`src/rtl/down_counter_expiry_monitor_if.sv`:
```
// Signal bundle between the down-counter stage, the expiry monitor and its consumer.
// seq_err exists only when DOWN_COUNTER_EXPIRY_MONITOR_SEQCHK_EN is defined.
interface down_counter_expiry_monitor_if #(
   parameter int N  = 10,
   parameter int CW = 8
);
   logic [N-1:0]  down_counter;
   logic          arm;
   logic          ack;
   logic          tc_pulse;
   logic          expired_valid;
   logic [CW-1:0] expire_count;
   logic          overrun;
`ifdef DOWN_COUNTER_EXPIRY_MONITOR_SEQCHK_EN
   logic          seq_err;

   modport master (
      output down_counter, arm, ack,
      input  tc_pulse, expired_valid, expire_count, overrun, seq_err
   );
   modport slave (
      input  down_counter, arm, ack,
      output tc_pulse, expired_valid, expire_count, overrun, seq_err
   );
`else
   modport master (
      output down_counter, arm, ack,
      input  tc_pulse, expired_valid, expire_count, overrun
   );
   modport slave (
      input  down_counter, arm, ack,
      output tc_pulse, expired_valid, expire_count, overrun
   );
`endif
endinterface

```
`src/rtl/down_counter_expiry_monitor.sv`:
```
// Terminal-count tick, arm/expire handshake FSM, saturating expiry tally and sticky overrun.
// Optional step checker on the counter value: DOWN_COUNTER_EXPIRY_MONITOR_SEQCHK_EN.
module down_counter_expiry_monitor #(
   parameter int N          = 10,
   parameter int CW         = 8,
   parameter bit AUTO_REARM = 1'b0
) (
   input  logic                          clk,
   input  logic                          reset,
   down_counter_expiry_monitor_if.slave  mon
);
   typedef enum logic [1:0] {
      ST_IDLE    = 2'd0,
      ST_ARMED   = 2'd1,
      ST_EXPIRED = 2'd2
   } state_t;

   localparam logic [CW-1:0] COUNT_MAX = {CW{1'b1}};
   localparam logic [CW-1:0] COUNT_ONE = {{(CW-1){1'b0}}, 1'b1};

   state_t        state_r, state_nxt_s;
   logic          zero_r;
   logic          tc_pulse_r;
   logic          valid_r, valid_nxt_s;
   logic [CW-1:0] count_r, count_nxt_s;
   logic          overrun_r, overrun_nxt_s;
   logic          is_zero_s;
   logic          tc_ev_s;
   logic          count_inc_s;

   // zero_r starts at 1 because the counter reads 0 during reset; no tick on release.
   assign is_zero_s = (mon.down_counter == {N{1'b0}});
   assign tc_ev_s   = is_zero_s & ~zero_r;

   // State and output registers
   always_ff @(posedge clk or posedge reset) begin
      if (reset) begin
         state_r    <= ST_IDLE;
         zero_r     <= 1'b1;
         tc_pulse_r <= 1'b0;
         valid_r    <= 1'b0;
         count_r    <= {CW{1'b0}};
         overrun_r  <= 1'b0;
      end else begin
         state_r    <= state_nxt_s;
         zero_r     <= is_zero_s;
         tc_pulse_r <= tc_ev_s;
         valid_r    <= valid_nxt_s;
         count_r    <= count_nxt_s;
         overrun_r  <= overrun_nxt_s;
      end
   end

   // Next state, handshake flags and tally
   always_comb begin
      state_nxt_s   = state_r;
      valid_nxt_s   = valid_r;
      overrun_nxt_s = overrun_r;
      count_inc_s   = 1'b0;
      case (state_r)
         ST_IDLE: begin
            valid_nxt_s = 1'b0;
            if (mon.arm) begin
               state_nxt_s = ST_ARMED;
            end else begin
               state_nxt_s = ST_IDLE;
            end
         end
         ST_ARMED: begin
            if (tc_ev_s) begin
               state_nxt_s = ST_EXPIRED;
               valid_nxt_s = 1'b1;
               count_inc_s = 1'b1;
            end else if (!mon.arm) begin
               state_nxt_s = ST_IDLE;
            end else begin
               state_nxt_s = ST_ARMED;
            end
         end
         ST_EXPIRED: begin
            // A new expiry with ack replaces the acknowledged one; without ack it is an overrun.
            if (tc_ev_s) begin
               count_inc_s   = 1'b1;
               overrun_nxt_s = ~mon.ack;
            end else if (mon.ack) begin
               valid_nxt_s   = 1'b0;
               overrun_nxt_s = 1'b0;
               state_nxt_s   = AUTO_REARM ? ST_ARMED : ST_IDLE;
            end else begin
               state_nxt_s = ST_EXPIRED;
            end
         end
         default: begin
            state_nxt_s = ST_IDLE;
            valid_nxt_s = 1'b0;
         end
      endcase

      if (count_inc_s && (count_r != COUNT_MAX)) begin
         count_nxt_s = count_r + COUNT_ONE;
      end else begin
         count_nxt_s = count_r;
      end
   end

   assign mon.tc_pulse      = tc_pulse_r;
   assign mon.expired_valid = valid_r;
   assign mon.expire_count  = count_r;
   assign mon.overrun       = overrun_r;

`ifdef DOWN_COUNTER_EXPIRY_MONITOR_SEQCHK_EN
   localparam logic [N-1:0] STEP_ONE = {{(N-1){1'b0}}, 1'b1};

   logic [N-1:0] prev_r;
   logic         seq_live_r;
   logic         seq_err_r;
   logic         step_ok_s;

   // Modular decrement also covers the 0 -> 2^N-1 wrap.
   assign step_ok_s = (mon.down_counter == prev_r) ||
                      (mon.down_counter == (prev_r - STEP_ONE));

   // Sticky step checker; the first edge after reset only captures the value
   always_ff @(posedge clk or posedge reset) begin
      if (reset) begin
         prev_r     <= {N{1'b0}};
         seq_live_r <= 1'b0;
         seq_err_r  <= 1'b0;
      end else begin
         prev_r     <= mon.down_counter;
         seq_live_r <= 1'b1;
         seq_err_r  <= seq_err_r | (seq_live_r & ~step_ok_s);
      end
   end

   assign mon.seq_err = seq_err_r;
`endif
endmodule

```
`src/flat_wrapper.sv`:
```
// flat-port wrapper written by rule: the top's interface ports become plain ports
module down_counter_expiry_monitor_flat 
#(
   parameter int N          = 10,
   parameter int CW         = 8,
   parameter bit AUTO_REARM = 1'b0
)
  (clk, reset, mon_down_counter, mon_arm, mon_ack, mon_tc_pulse, mon_expired_valid, mon_expire_count, mon_overrun);
  down_counter_expiry_monitor_if #(.N(N), .CW(CW)) mon_i ();
  input  logic clk;
  input  logic reset;
  input wire logic [$bits(mon_i.down_counter)-1:0] mon_down_counter;
  input wire logic [$bits(mon_i.arm)-1:0] mon_arm;
  input wire logic [$bits(mon_i.ack)-1:0] mon_ack;
  output wire logic [$bits(mon_i.tc_pulse)-1:0] mon_tc_pulse;
  output wire logic [$bits(mon_i.expired_valid)-1:0] mon_expired_valid;
  output wire logic [$bits(mon_i.expire_count)-1:0] mon_expire_count;
  output wire logic [$bits(mon_i.overrun)-1:0] mon_overrun;
  assign mon_i.down_counter = mon_down_counter;
  assign mon_i.arm = mon_arm;
  assign mon_i.ack = mon_ack;
  assign mon_tc_pulse = mon_i.tc_pulse;
  assign mon_expired_valid = mon_i.expired_valid;
  assign mon_expire_count = mon_i.expire_count;
  assign mon_overrun = mon_i.overrun;
  down_counter_expiry_monitor #(.N(N), .CW(CW), .AUTO_REARM(AUTO_REARM)) u_core (.clk(clk), .reset(reset), .mon(mon_i));
endmodule
```
`config.mk`:
```
export PLATFORM = sky130hd
export DESIGN_NAME = down_counter_expiry_monitor_flat
export DESIGN_NICKNAME = d
export VERILOG_FILES = /design/src/rtl/down_counter_expiry_monitor_if.sv /design/src/rtl/down_counter_expiry_monitor.sv /design/src/flat_wrapper.sv
export SDC_FILE = /design/constraint.sdc
export NUM_CORES = 1
export LEC_CHECK = 0
export ABC_AREA = 1
export BUFFER_PORTS_ARGS = -buffer_cell sky130_fd_sc_hd__buf_2
export CAP_MARGIN = 10
export CORE_UTILIZATION = 40
export CTS_BUF_LIST = sky130_fd_sc_hd__clkbuf_4 sky130_fd_sc_hd__clkbuf_8
export DETAILED_ROUTE_END_ITERATION = 8
export PLACE_DENSITY = 0.7
export SLEW_MARGIN = 20
export SYNTH_ARGS = -nofsm -noshare
export SYNTH_HDL_FRONTEND = slang
export SYNTH_SLANG_ARGS = --single-unit
export TNS_END_PERCENT = 100
```
`constraint.sdc`:
```
create_clock -name clk -period 2.9 [get_ports clk]
set_clock_uncertainty 0.2 [all_clocks]
set_input_delay 0.29 -clock clk [delete_from_list [all_inputs] [get_ports clk]]
set_output_delay 0.29 -clock clk [all_outputs]
set_load 0.05 [all_outputs]
```
Yosys cells after proc, flatten, opt, wreduce, memory -nomap -nowiden
Cells that the tools add are included.
{"block": "classes", "n_shift": 0, "bitwise": 3, "reduce_logical": 7, "n_lt_le_gt_ge": 0, "add_sub_neg": 1, "mul": 0, "n_mux": 12, "n_eq_ne": 6, "div_mod_pow": 0}
{"cell": "10-bit zero test", "n": 1}
{"cell": "8-bit by 1-bit adder with 8-bit output, second input constant", "n": 1}
{"cell": "8-bit inequality test, second input constant", "n": 1}
{"cell": "1-bit 2-to-1 mux", "n": 7}
{"cell": "2-bit 2-to-1 mux", "n": 3}
{"cell": "2-bit case mux with 3 select lines", "n": 1}
{"cell": "2-bit inequality test, second input constant", "n": 2}
{"cell": "3-bit AND reduction", "n": 1}
{"cell": "2-bit by 1-bit equality test with 1-bit output, second input constant", "n": 1}
{"cell": "2-bit equality test, second input constant", "n": 1}
{"cell": "2-bit zero test", "n": 1}
{"cell": "2-bit by 1-bit inequality test with 1-bit output, second input constant", "n": 1}
{"cell": "1-bit inverter", "n": 2}
{"cell": "1-bit case mux with 2 select lines", "n": 1}
{"cell": "2-bit AND reduction", "n": 1}
{"cell": "2-bit nonzero test", "n": 1}
{"cell": "2-bit OR reduction", "n": 1}
{"cell": "1-bit bitwise AND", "n": 1}
{"cell": "1-bit logical AND", "n": 1}
{"block": "word_totals", "regBits": 14, "out_inout_bits": 11, "romBits": 0, "mem_bits_rw": 0, "latch_bits": 0, "mem_count": 0}

Logic depth before layout (Yosys ltp)
{"block": "depth", "depth_word": 5, "mapped_depth": 9}

Worst setup path before layout
No wires, ideal clock.
{"block": "synth_path", "kind": "flip-flop to flip-flop", "start": "register u_core.count_r[0], in the netlist u_core.mon.expire_count[0]", "end": "register u_core.count_r[7], in the netlist u_core.mon.expire_count[7]", "arrival_time_ps": 1659, "setup_time_ps": 66, "path_stages_with_launch": 8, "setup_slack_ps": 975, "path_cell_list": "dfrtp_1 -> ha_1 -> nand2_2 -> or3_1 -> buf_6 -> nand2_8 -> nand2_1 -> nand2_1"}
{"block": "synth_via", "elab_chain_cells": 2, "word_cells_on_any_way": 3}
{"element": "start, declared", "line_no": "down_counter_expiry_monitor.sv:25", "rtl": "logic [CW-1:0] count_r, count_nxt_s;"}
{"element": "start signal, assigned", "line_no": "down_counter_expiry_monitor.sv:42", "rtl": "count_r <= {CW{1'b0}};"}
{"element": "start signal, assigned", "line_no": "down_counter_expiry_monitor.sv:49", "rtl": "count_r <= count_nxt_s;"}
{"element": "parallel branches: the longest is 2 deep, another holds 8-bit by 1-bit adder with 8-bit output"}
Parallel ways; which one is timed is not known.
A chain may end at the register's enable or synchronous reset.

Worst setup path in the final report
{"block": "layout_path", "start": "register u_core.count_r[0], in the netlist u_core.mon.expire_count[0]", "end": "register u_core.count_r[4], in the netlist u_core.mon.expire_count[4]"}
Same word-level chain as after synthesis.

==> summary.md <==
| Metric | Value |
|---|---|
| Status | `complete, no violations` |
| First-pass GRT wire length | `approximately 2900 um` |
| Static Leak | `between 0.6 and 0.7 nW` |
| Yosys warns | `0` |
| CORE AREA | `between 0.002 and 0.0025 mm^2` |
| RSZ-0062 raised after global routing | `false` |
| Cell Int Power | `roughly 0.29 mW` |
| RR Endpoint | `u_core.mon.expire_count[4]` |
| RD Place Congestion | `0.841` |
| Syn Area/Cell | `7.58 um^2` |
| Worst-path clk slew | `0.08 ns` |
| Postcts setup bufs | `0` |
| Min Tclk post-route | `roughly 1.7 ns` |
| Input/output buffers | `24` |
| Mapped Nets | `~140` |
| Number of CTS-inserted buffers | `3` |
| Area grow syn2layout | `21.5%` |
| Worst-Margin Slew | `~0.52 ns` |
| End of the critical path | `u_core.mon.expire_count[4]` |
| Sequential share of power | `0.532` |
| WL final | `between 1500 and 2000 um` |
| Final TNS setup | `0 ns` |
| Worst Hold Class | `in -> reg` |
| Synth Area in Adders | `0.0711` |
| Vias per cell | `4.51` |
| Worst hold slack | `roughly 0.026 ns` |
| NumNets Final | `about 160` |
| Critical path capture point type | `flop` |
| Combinational family with the most area after synthesis | `simple AND/OR/NAND/NOR gates` |
| Final Max Tran Viols | `0` |
| Reg-to-reg slack, setup | `roughly 1.2 ns` |
| CP dominant cell by count | `nand2_1` |
| CP cell instances | `ha_1, nand2_2, or3_1, nand2_8, nand2_1, nand2_1` |
| Multiplexer share of the synthesized area | `0` |
| Pwr Total | `around 0.38 mW` |
| Clock latency on the worst-skew pair | `0.28 ns` |
| Clock share of power | `0.363` |
| Placed Cells | `approximately 170` |
| Setup crit start kind | `flop` |
| Post-synthesis xor/xnor area fraction | `0.0597` |
| Cell area after synthesis | `~880 um^2` |
| Final std cells w/o fill | `roughly 170` |
| Synth Area in Simple Gates | `0.353` |
| Critical Path AT | `around 1.7 ns` |
| Core Util, Final | `0.528` |
| Mapped Cells | `about 120` |
| Fillers | `around 210` |
| Largest net degree at the start of global routing | `15` |
| Routed Antenna Nets | `0` |
| Number of global-route vias before repair | `about 710` |
| CTS tree | `done` |
| Worst r2r src | `u_core.mon.expire_count[0]` |
| Proportion of layout cells with a drive suffix above 1 | `0.243` |
| Final Setup Violations | `0` |
| Seq. cell area | `352 um^2` |
| Ports | `25` |
| Slew headroom | `0.655` |
| Initial antenna violation count | `0` |
| Dpl cell area | `approximately 0.001 mm^2` |
| Total track usage | `0.156` |
| H-tree depth | `1` |
| Worst-path fanout max | `8` |
| Setup crit start | `u_core.mon.expire_count[0]` |
| Area of the multi-input gates | `438 um^2` |
| Final Cell Area | `0.00107 mm^2` |
| Clock tree buffer depth | `2` |
| Crit Path Category | `reg -> reg` |
| Ant. Diodes | `0` |
| R2R depth | `6` |
| Pwr dens | `353 mW/mm^2` |
| Synth cell types | `21` |
| Logic pwr share | `0.104` |
| Die area | `0.00239 mm^2` |
| Clock sinks | `14` |
| Remaining DRCs | `0` |
| Peak VDD IR | `0.000284 V` |
| DPL Wire Length | `1310 um` |
| Die Wd | `48.9 um` |
| Row Count | `16` |
| First-pass detailed-route iteration total | `4` |
| Via Count | `between 700 and 800` |
| Net Sw Frac | `0.231` |
| Worst slack at placement | `between 1 and 1.5 ns` |
| Setup ws final | `about 1.2 ns` |
| Post-synthesis register bit count | `14` |
| Wirelength per Cell | `slightly above 9 um` |
| Crit path largest cell delay | `between 0.4 and 0.5 ns` |
| Fmax | `approximately 580 MHz` |
| DRT iter0 DRCs | `15` |
| Psw | `0.0873 mW` |
| Seq/Total Area, Yosys | `0.400` |
| Die Span Y | `between 40 and 50 um` |
| Final Hold Vio Count | `0` |
| Initial Util | `0.435` |
| WP data required | `roughly 3 ns` |
| CTS Root Cell | `clkbuf_4` |
| MaxCap Viol Count | `0` |
| Grt ovf | `0` |
| Compound-Gate Fraction of Synth Area | `0.0142` |
| Crit share post-route | `0.594` |
| Slowest CP cell | `or3_1` |
[registers in the layout (all words and copies together) (netlist names)]
name	count
u_core.mon.expire_count	8
u_core.state_r	2
u_core.mon.expired_valid	1
u_core.mon.overrun	1
u_core.mon.tc_pulse	1
u_core.zero_r	1
[per-layer routing]
layer / vias up / GRT usage / wire [um]
met5: - / 0 / 0
met4: 0 / 0.0147 / 0
met3: 0 / 0.0467 / 97
met2: 20 / 0.266 / 750
met1: 342 / 0.202 / 744
li1: 409 / - / -
[cells in the mapped netlist]
cell type	n	area (um^2)
xnor2_1	3	26.3
dfstp_2	1	26.3
or3_1	1	6.26
nor3_1	1	5.00
nor2_1	7	26.3
nand2_8	1	20.0
o21ai_0	1	5.00
or2_2	1	6.26
buf_6	1	11.3
nand2_1	38	143
nand4_1	1	6.26
inv_1	20	75.1
a22oi_1	1	7.51
inv_2	1	3.75
nand3_2	1	10.0
nor2_4	1	11.3
xor2_1	3	26.3
nand3_1	14	70.1
nand2_2	1	6.26
dfrtp_1	13	325
ha_1	5	62.6
[cell type report]
cell class | instances | area share
clock buffer | 4 | 0.0340
inverter | 21 | 0.0738
multi-input combinational | 80 | 0.410
sequential | 14 | 0.329
tap | 27 | 0.0316
timing repair buffer | 25 | 0.122
[cells by family after synthesis]
| group | Yosys count |
|---|---|
| AO/OA/AOI/OAI | 2 |
| XOR/XNOR | 6 |
| adder cells (fa/ha/maj) | 5 |
| buffers and inverters | 22 |
| flip-flops | 14 |
| AND/OR/NAND/NOR | 67 |
[critical path, delay by kind of cell (launching register included)]
family,cells,cell delay [ns]
fa+ha+maj,1,0.24
flops,1,0.42
simple gates,5,0.81
[layout by cell type (no fill, tap or decap)]
master	n
clkbuf_4	3
dfstp_2	1
inv_1	20
clkbuf_8	1
nand2_8	1
nand2_1	38
nand4_1	1
xnor2_1	3
dlygate4sd3_1	1
nand3_1	14
or3_1	1
nor2_1	7
nor3_1	1
or2_2	1
xor2_1	3
nor2_4	1
buf_2	24
ha_1	5
nand3_2	1
a22oi_1	1
inv_2	1
nand2_2	1
dfrtp_1	13
o21ai_0	1
[how the worst min path moves through the flow]
stage                     cells after the start                 from                         end
after detailed placement                      2                reset  u_core.mon.expire_count[6]
final                                         4  mon_down_counter[0]               u_core.zero_r
after global routing                          2              mon_ack          u_core.mon.overrun
after global placement                        2                reset         u_core.mon.tc_pulse
after floorplan                               1                reset  u_core.mon.expire_count[0]
after CTS                                     2              mon_ack          u_core.mon.overrun
[repair_timing]
action / 4_1_cts / 5_1_grt
resized for setup: 0 / 0
hold buffers: 1 / 0
hold endpoints to repair: 13 / 0
[power groups by stage]
| stage | sequential, mW | combinational (mW) | clock [mW] |
|---|---|---|---|
| after floorplan | 0.206 | 0.0231 | 0 |
| after global placement | 0.204 | 0.0380 | 0 |
| after detailed placement | 0.205 | 0.0392 | 0 |
| after CTS | 0.201 | 0.0404 | 0.142 |
| after global routing | 0.202 | 0.0464 | 0.149 |
| final | 0.201 | 0.0394 | 0.137 |
No activity file was read; power rests on OpenSTA's default activity.
